<file path="src/rtl/mem_pkg.sv">
// Shared types for the MEM-stage load/store unit: op codes, access sizes,
// FSM states and small op-classification helpers.
package mem_pkg;

    localparam int DATA_WIDTH = 32;

    typedef enum logic [3:0] {
        OP_NONE = 4'd0,
        OP_LB   = 4'd1,
        OP_LBU  = 4'd2,
        OP_LH   = 4'd3,
        OP_LHU  = 4'd4,
        OP_LW   = 4'd5,
        OP_SB   = 4'd6,
        OP_SH   = 4'd7,
        OP_SW   = 4'd8
    } mem_op_t;

    typedef enum logic [1:0] {
        SZ_NONE = 2'd0,
        SZ_BYTE = 2'd1,
        SZ_HALF = 2'd2,
        SZ_WORD = 2'd3
    } mem_size_t;

    typedef enum logic {
        IDLE = 1'b0,
        WAIT = 1'b1
    } lsu_state_t;

    function automatic logic is_load(input logic [3:0] op);
        return (op == OP_LB) || (op == OP_LBU) || (op == OP_LH) ||
               (op == OP_LHU) || (op == OP_LW);
    endfunction

    function automatic logic is_store(input logic [3:0] op);
        return (op == OP_SB) || (op == OP_SH) || (op == OP_SW);
    endfunction

    function automatic mem_size_t op_size(input logic [3:0] op);
        mem_size_t sz;
        case (op)
            OP_LB, OP_LBU, OP_SB: sz = SZ_BYTE;
            OP_LH, OP_LHU, OP_SH: sz = SZ_HALF;
            OP_LW, OP_SW:         sz = SZ_WORD;
            default:              sz = SZ_NONE;
        endcase
        return sz;
    endfunction

    function automatic logic is_misaligned(input logic [3:0] op, input logic [1:0] lo);
        mem_size_t sz;
        sz = op_size(op);
        return ((sz == SZ_HALF) && lo[0]) || ((sz == SZ_WORD) && (lo != 2'b00));
    endfunction

endpackage

</file>
<file path="src/rtl/mem_lane_align.sv">
// Combinational byte-lane steering: store byte enables / lane-replicated data,
// and load lane extraction with sign or zero extension.
module mem_lane_align
    import mem_pkg::*;
(
    input  logic [3:0]  i_st_op,
    input  logic [1:0]  i_st_addr_lo,
    input  logic [31:0] i_st_wdata,
    input  logic [3:0]  i_ld_op,
    input  logic [1:0]  i_ld_addr_lo,
    input  logic [31:0] i_ld_rdata,
    output logic [3:0]  o_be,
    output logic [31:0] o_wdata,
    output logic [31:0] o_ld_data
);

    logic [7:0]  w_byte;
    logic [15:0] w_half;

    always_comb begin
        o_be    = 4'b0000;
        o_wdata = i_st_wdata;
        case (op_size(i_st_op))
            SZ_BYTE: begin
                o_be    = 4'b0001 << i_st_addr_lo;
                o_wdata = {4{i_st_wdata[7:0]}};
            end
            SZ_HALF: begin
                o_be    = i_st_addr_lo[1] ? 4'b1100 : 4'b0011;
                o_wdata = {2{i_st_wdata[15:0]}};
            end
            SZ_WORD: o_be = 4'b1111;
            default: o_be = 4'b0000;
        endcase
    end

    // Halfword lane uses addr[1] only; addr[0] is dropped for unaligned halves.
    assign w_byte = i_ld_rdata[{i_ld_addr_lo, 3'b000} +: 8];
    assign w_half = i_ld_addr_lo[1] ? i_ld_rdata[31:16] : i_ld_rdata[15:0];

    always_comb begin
        o_ld_data = i_ld_rdata;
        case (i_ld_op)
            OP_LB:   o_ld_data = {{24{w_byte[7]}}, w_byte};
            OP_LBU:  o_ld_data = {24'd0, w_byte};
            OP_LH:   o_ld_data = {{16{w_half[15]}}, w_half};
            OP_LHU:  o_ld_data = {16'd0, w_half};
            default: o_ld_data = i_ld_rdata;
        endcase
    end

endmodule

</file>
<file path="src/rtl/mem_stage_lsu.sv">
// MIPS MEM stage: load/store unit with req/ack data-memory port, timeout abort
// and registered MEM/WB slot. Define MEM_ALIGN_CHECK_EN to trap misaligned accesses.
module mem_stage_lsu
    import mem_pkg::*;
#(
    parameter int ADDR_WIDTH     = 32,
    parameter int REG_ADDR_WIDTH = 5,
    parameter int TIMEOUT_CYCLES = 16
) (
    input  logic                      clk,
    input  logic                      rst,
    input  logic                      ex_valid,
    input  logic [REG_ADDR_WIDTH-1:0] ex_w_reg_addr,
    input  logic [DATA_WIDTH-1:0]     ex_w_reg_data,
    input  logic                      ex_w_reg_en,
    input  logic [3:0]                ex_mem_op,
    input  logic [ADDR_WIDTH-1:0]     ex_mem_addr,
    input  logic [DATA_WIDTH-1:0]     ex_mem_wdata,
    output logic                      stall_req,
    output logic                      dmem_req,
    output logic                      dmem_we,
    output logic [ADDR_WIDTH-1:0]     dmem_addr,
    output logic [3:0]                dmem_be,
    output logic [DATA_WIDTH-1:0]     dmem_wdata,
    input  logic                      dmem_ack,
    input  logic [DATA_WIDTH-1:0]     dmem_rdata,
    output logic                      wb_valid,
    output logic [REG_ADDR_WIDTH-1:0] wb_w_reg_addr,
    output logic [DATA_WIDTH-1:0]     wb_w_reg_data,
    output logic                      wb_w_reg_en,
    output logic                      bus_err
`ifdef MEM_ALIGN_CHECK_EN
    ,
    output logic                      align_err
`endif
);

    localparam int CNT_W = (TIMEOUT_CYCLES > 1) ? $clog2(TIMEOUT_CYCLES) : 1;

    lsu_state_t                r_state;
    logic [CNT_W-1:0]          r_cnt;
    logic [3:0]                r_op;
    logic [1:0]                r_addr_lo;
    logic [REG_ADDR_WIDTH-1:0] r_dest;
    logic                      r_en;

    logic                      w_is_ld;
    logic                      w_is_st;
    logic                      w_misalign;
    logic                      w_start;
    logic                      w_last;
    logic [3:0]                w_be;
    logic [DATA_WIDTH-1:0]     w_st_wdata;
    logic [DATA_WIDTH-1:0]     w_ld_data;

    assign w_is_ld = is_load(ex_mem_op);
    assign w_is_st = is_store(ex_mem_op);

`ifdef MEM_ALIGN_CHECK_EN
    assign w_misalign = ex_valid && is_misaligned(ex_mem_op, ex_mem_addr[1:0]);
`else
    assign w_misalign = 1'b0;
`endif

    assign w_start = ex_valid && (w_is_ld || w_is_st) && !w_misalign;
    assign w_last  = (r_cnt == CNT_W'(TIMEOUT_CYCLES - 1));

    // Upstream is released on the ack cycle and on the final timeout cycle.
    always_comb begin
        stall_req = 1'b0;
        if (r_state == IDLE)
            stall_req = w_start;
        else
            stall_req = !dmem_ack && !w_last;
    end

    mem_lane_align u_lane (
        .i_st_op      (ex_mem_op),
        .i_st_addr_lo (ex_mem_addr[1:0]),
        .i_st_wdata   (ex_mem_wdata),
        .i_ld_op      (r_op),
        .i_ld_addr_lo (r_addr_lo),
        .i_ld_rdata   (dmem_rdata),
        .o_be         (w_be),
        .o_wdata      (w_st_wdata),
        .o_ld_data    (w_ld_data)
    );

    always_ff @(posedge clk) begin
        if (rst) begin
            r_state       <= IDLE;
            r_cnt         <= '0;
            r_op          <= 4'd0;
            r_addr_lo     <= 2'd0;
            r_dest        <= '0;
            r_en          <= 1'b0;
            dmem_req      <= 1'b0;
            dmem_we       <= 1'b0;
            dmem_addr     <= '0;
            dmem_be       <= 4'd0;
            dmem_wdata    <= '0;
            wb_valid      <= 1'b0;
            wb_w_reg_addr <= '0;
            wb_w_reg_data <= '0;
            wb_w_reg_en   <= 1'b0;
            bus_err       <= 1'b0;
`ifdef MEM_ALIGN_CHECK_EN
            align_err     <= 1'b0;
`endif
        end else begin
            bus_err <= 1'b0;
`ifdef MEM_ALIGN_CHECK_EN
            align_err <= 1'b0;
`endif
            case (r_state)
                IDLE: begin
                    if (!ex_valid) begin
                        wb_valid    <= 1'b0;
                        wb_w_reg_en <= 1'b0;
                    end else if (w_misalign) begin
                        wb_valid      <= 1'b1;
                        wb_w_reg_addr <= ex_w_reg_addr;
                        wb_w_reg_en   <= 1'b0;
`ifdef MEM_ALIGN_CHECK_EN
                        align_err     <= 1'b1;
`endif
                    end else if (w_start) begin
                        r_op       <= ex_mem_op;
                        r_addr_lo  <= ex_mem_addr[1:0];
                        r_dest     <= ex_w_reg_addr;
                        r_en       <= ex_w_reg_en;
                        r_cnt      <= '0;
                        r_state    <= WAIT;
                        dmem_req   <= 1'b1;
                        dmem_we    <= w_is_st;
                        dmem_addr  <= {ex_mem_addr[ADDR_WIDTH-1:2], 2'b00};
                        dmem_be    <= w_be;
                        dmem_wdata <= w_st_wdata;
                        wb_valid    <= 1'b0;
                        wb_w_reg_en <= 1'b0;
                    end else begin
                        wb_valid      <= 1'b1;
                        wb_w_reg_addr <= ex_w_reg_addr;
                        wb_w_reg_data <= ex_w_reg_data;
                        wb_w_reg_en   <= ex_w_reg_en && (ex_w_reg_addr != '0);
                    end
                end
                WAIT: begin
                    if (dmem_ack) begin
                        dmem_req      <= 1'b0;
                        r_state       <= IDLE;
                        wb_valid      <= 1'b1;
                        wb_w_reg_addr <= r_dest;
                        if (is_load(r_op)) begin
                            wb_w_reg_data <= w_ld_data;
                            wb_w_reg_en   <= r_en && (r_dest != '0);
                        end else begin
                            wb_w_reg_en   <= 1'b0;
                        end
                    end else if (w_last) begin
                        dmem_req      <= 1'b0;
                        bus_err       <= 1'b1;
                        r_state       <= IDLE;
                        wb_valid      <= 1'b1;
                        wb_w_reg_addr <= r_dest;
                        wb_w_reg_en   <= 1'b0;
                    end else begin
                        r_cnt <= r_cnt + 1'b1;
                    end
                end
                default: r_state <= IDLE;
            endcase
        end
    end

endmodule
</file>
<file path="config.mk">
export PLATFORM = sky130hd
export DESIGN_NAME = mem_stage_lsu
export DESIGN_NICKNAME = d
export VERILOG_FILES = /design/src/rtl/mem_pkg.sv /design/src/rtl/mem_lane_align.sv /design/src/rtl/mem_stage_lsu.sv
export SDC_FILE = /design/constraint.sdc
export NUM_CORES = 1
export LEC_CHECK = 0
export ABC_AREA = 1
export CAP_MARGIN = 5
export CORE_UTILIZATION = 49
export DETAILED_ROUTE_END_ITERATION = 10
export PLACE_DENSITY = 0.87
export SYNTH_ARGS = -nofsm -noshare
export SYNTH_HDL_FRONTEND = slang
export SYNTH_SLANG_ARGS = --single-unit
</file>
<file path="constraint.sdc">
create_clock -name clk -period 3.99 [get_ports clk]
set_clock_uncertainty 0.05 [all_clocks]
set_input_delay 0.399 -clock clk [delete_from_list [all_inputs] [get_ports clk]]
set_output_delay 0.399 -clock clk [all_outputs]
set_load 0.03 [all_outputs]
</file>
==> results.tsv <==
stage	metric	value	unit
place	dpl_worst_slack	827	ps
clocking	cts_buffers	17	
die	rows	43	
timing	fmax	320	MHz
timing	hold_viol_final	0	
yosys	ys_async_sr_fraction	0	%
die	design.die.area	0.0147	mm^2
worst_setup_path	path_cells	inv_1 > nor2_1 > nand2_1 > nand2_1 > clkdlybuf4s50_1	
global_routing	grt_overflow	0	
layout	layout.nets	1487	
worst_setup_path	endpoint_kind	output pin	
global_routing	antenna_found_initial	0	
clocking	cts_num_sinks	125	
clocking	cts_resized	0	
global_routing	first_global_vias	7081	
layout	nFillCells	1170	
die	core	0.0139	mm^2
timing	grt_setup_unrepaired	no	
min_path	worst_hold_path_type	reg -> reg	
layout	layout-drive-gt1-share	4.08	%
power_and_ir_drop	max-vdd-ir-drop	0.383	mV
timing	final.setup.tns	0	ps
layout	n_antenna_cell	0	
timing	period_needed	3130	ps
worst_setup_path	cp.required	3540	ps
clocking	worstSkewPairLatency	420	ps
timing	fin_crit_sh	78.4	%
drt	vias	7625	
clocking	post_cts_buffers	0	
yosys	yosysSeqAreaShare	35.9	%
layout	multi_input_area	0.00346	mm^2
layout	final_cell_mix	280 x nand2_1, 250 x clkdlybuf4s50_1, 178 x inv_1, 134 x nor2_1, 130 x o21ai_0	
layout	design_area	0.0100	mm^2
drt	drt_pass1_iterations	5	
die	die_height	121	um
yosys	synth_ff_type	dfxtp_1	
yosys	synth_cells	1125	
timing	tightest_slew	762	ps
drt	routed_wl	21.4	mm
worst_setup_path	path_class	reg -> out	
drt	avgRoutedWirePerCell	14.0	um
die	initial_utilization	50.2	%
worst_setup_path	path_buf_inv	2	
status	outcome	complete, no violations	
flow_run	cap_violations	0	
worst_setup_path	start_kind	register	
clocking	cts_tree	done	
drt	drtAntennaViolNets	0	
power_and_ir_drop	power	4.12	mW
drt	drc	0	
die	die_w	121	um
drt	viasPerCell	4.99	
clocking	cts_max_level	4	
place	placedInstanceArea	0.00945	mm^2
worst_setup_path	slowest_delay	670	ps
global_routing	grt_max_degree	176	
worst_setup_path	crit_arrival	2680	ps
place	placed_cells	1497	
power_and_ir_drop	powerDensity	412	mW/mm^2
yosys	syn_avg_cell_area	6.19	um^2
worst_setup_path	cp_max_fo	21	
timing	slew_violations	0	
yosys	synth_edf_count	0	
place	gp_congestion	0.909	
layout	final_cells	1528	
place	io_buffers	250	
timing	max_slew_margin	49.1	%
power_and_ir_drop	p_leak	4.59	nW
timing	setup_ws	863	ps
worst_setup_path	cp_slowest_cell	clkdlybuf4s50_1	
yosys	synth-seq-cells	125	
die	ioPinCount	253	
worst_setup_path	crit_path_frequent_cell	nand2_1	
yosys	synth_area	0.00697	mm^2
clocking	ctsRootBufferMaster	clkbuf_16	
clocking	clkTransAtPathRegs	60	ps
layout	final_common_cell	nand2_1	
timing	setup_viol	0	
global_routing	grt_pass1_wl	33.4	mm
layout	register_area	0.00250	mm^2
global_routing	grtUsageTotal	28.9	%
place	place_hpwl	15.1	mm
yosys	yosys_warnings	0	
worst_setup_path	crit_family	buffers and inverters	
drt	dr.first_iter.drc_count	544	
yosys	yosysUniqueCellTypes	33	
layout	area_growth_syn_to_layout	43.6	%
clocking	cts_max_path_buffers	2	
clocking	hold_buffers	0	
## where the power goes
part           total (mW)  switching (mW)  leakage [nW]  internal, mW
clock                1.48           0.570         0.262         0.911
sequential           1.44          0.0720          1.03          1.37
combinational        1.20           0.707          3.29         0.494
total                4.12            1.35          4.59          2.77
## layout make-up
cell class	instances	area share [%]
clock inverters	11	1.19
well taps	180	2.25
clock buffers	20	4.36
inverters	183	6.87
multi-input cells	751	34.6
flip-flops and latches	125	25.0
repair buffers	258	25.7
## cells by family after synthesis
| family | synth area share (%) |
|---|---|
| multiplexers | 0.287 |
| AO/OA/AOI/OAI | 18.1 |
| adder cells (fa/ha/maj) | 1.62 |
| other | 0.0538 |
| XOR/XNOR | 0.126 |
| buffers and inverters | 14.5 |
| AND/OR/NAND/NOR | 29.4 |
| flip-flops | 35.9 |
## synthesized netlist by cell type, drive strengths merged, types with 8 or more instances
cell type  number  share of area, %
nand4          11              0.99
ha              9               1.6
clkbuf         30               1.6
a21oi          82               5.9
nor2          136               7.5
nand2         283                16
buf            37               3.0
inv           183               9.9
o21ai         130               9.3
a21o            8              0.86
dfxtp         125                36
nand3          62               4.7
## metal layers
metal	vias to the layer above	GRT usage (%)	share of wire [%]
li1	3919	-	-
met1	3362	31.9	40
met2	305	50.9	48
met3	39	10.4	9.8
met4	0	10.1	2.1
met5	-	0	0
## sequential cells by signal (all words and copies together) (netlist names)
register / flops
wb_w_reg_en: 1
dmem_we: 1
dmem_wdata: 32
r_state: 1
dmem_req: 1
r_en: 1
wb_w_reg_addr: 5
r_cnt: 4
bus_err: 1
r_op: 4
dmem_be: 4
wb_w_reg_data: 32
r_addr_lo: 2
wb_valid: 1
dmem_addr: 30
r_dest: 5
## tightest hold or removal path: cells and delay by family (launching register included)
family | cells | cell delay, ps
AOI/OAI and AO/OA | 1 | 50
buffers and inverters | 1 | 40
DFF | 1 | 300
## final timing paths
| kind | slack (ps) | from | cells past startpoint | endpoint |
|---|---|---|---|---|
| worst max-delay path | 860 | r_state | 5 | stall_req |
| worst min-delay path | 390 | dmem_wdata[31] | 2 | dmem_wdata[31] |
| worst max register to register | 1470 | r_state | 9 | wb_w_reg_data[17] |
| worst min register to register | 390 | dmem_wdata[31] | 2 | dmem_wdata[31] |
## stage by stage
step | util [%] | hold WS, ps
after detailed placement | 68.1 | 385
final | 72.1 | 392
after floorplan | - | 370
after global routing | 72.1 | 408
after global placement | 68.1 | 381
after CTS | 72.1 | 393
No activity file was read; power rests on OpenSTA's default activity.
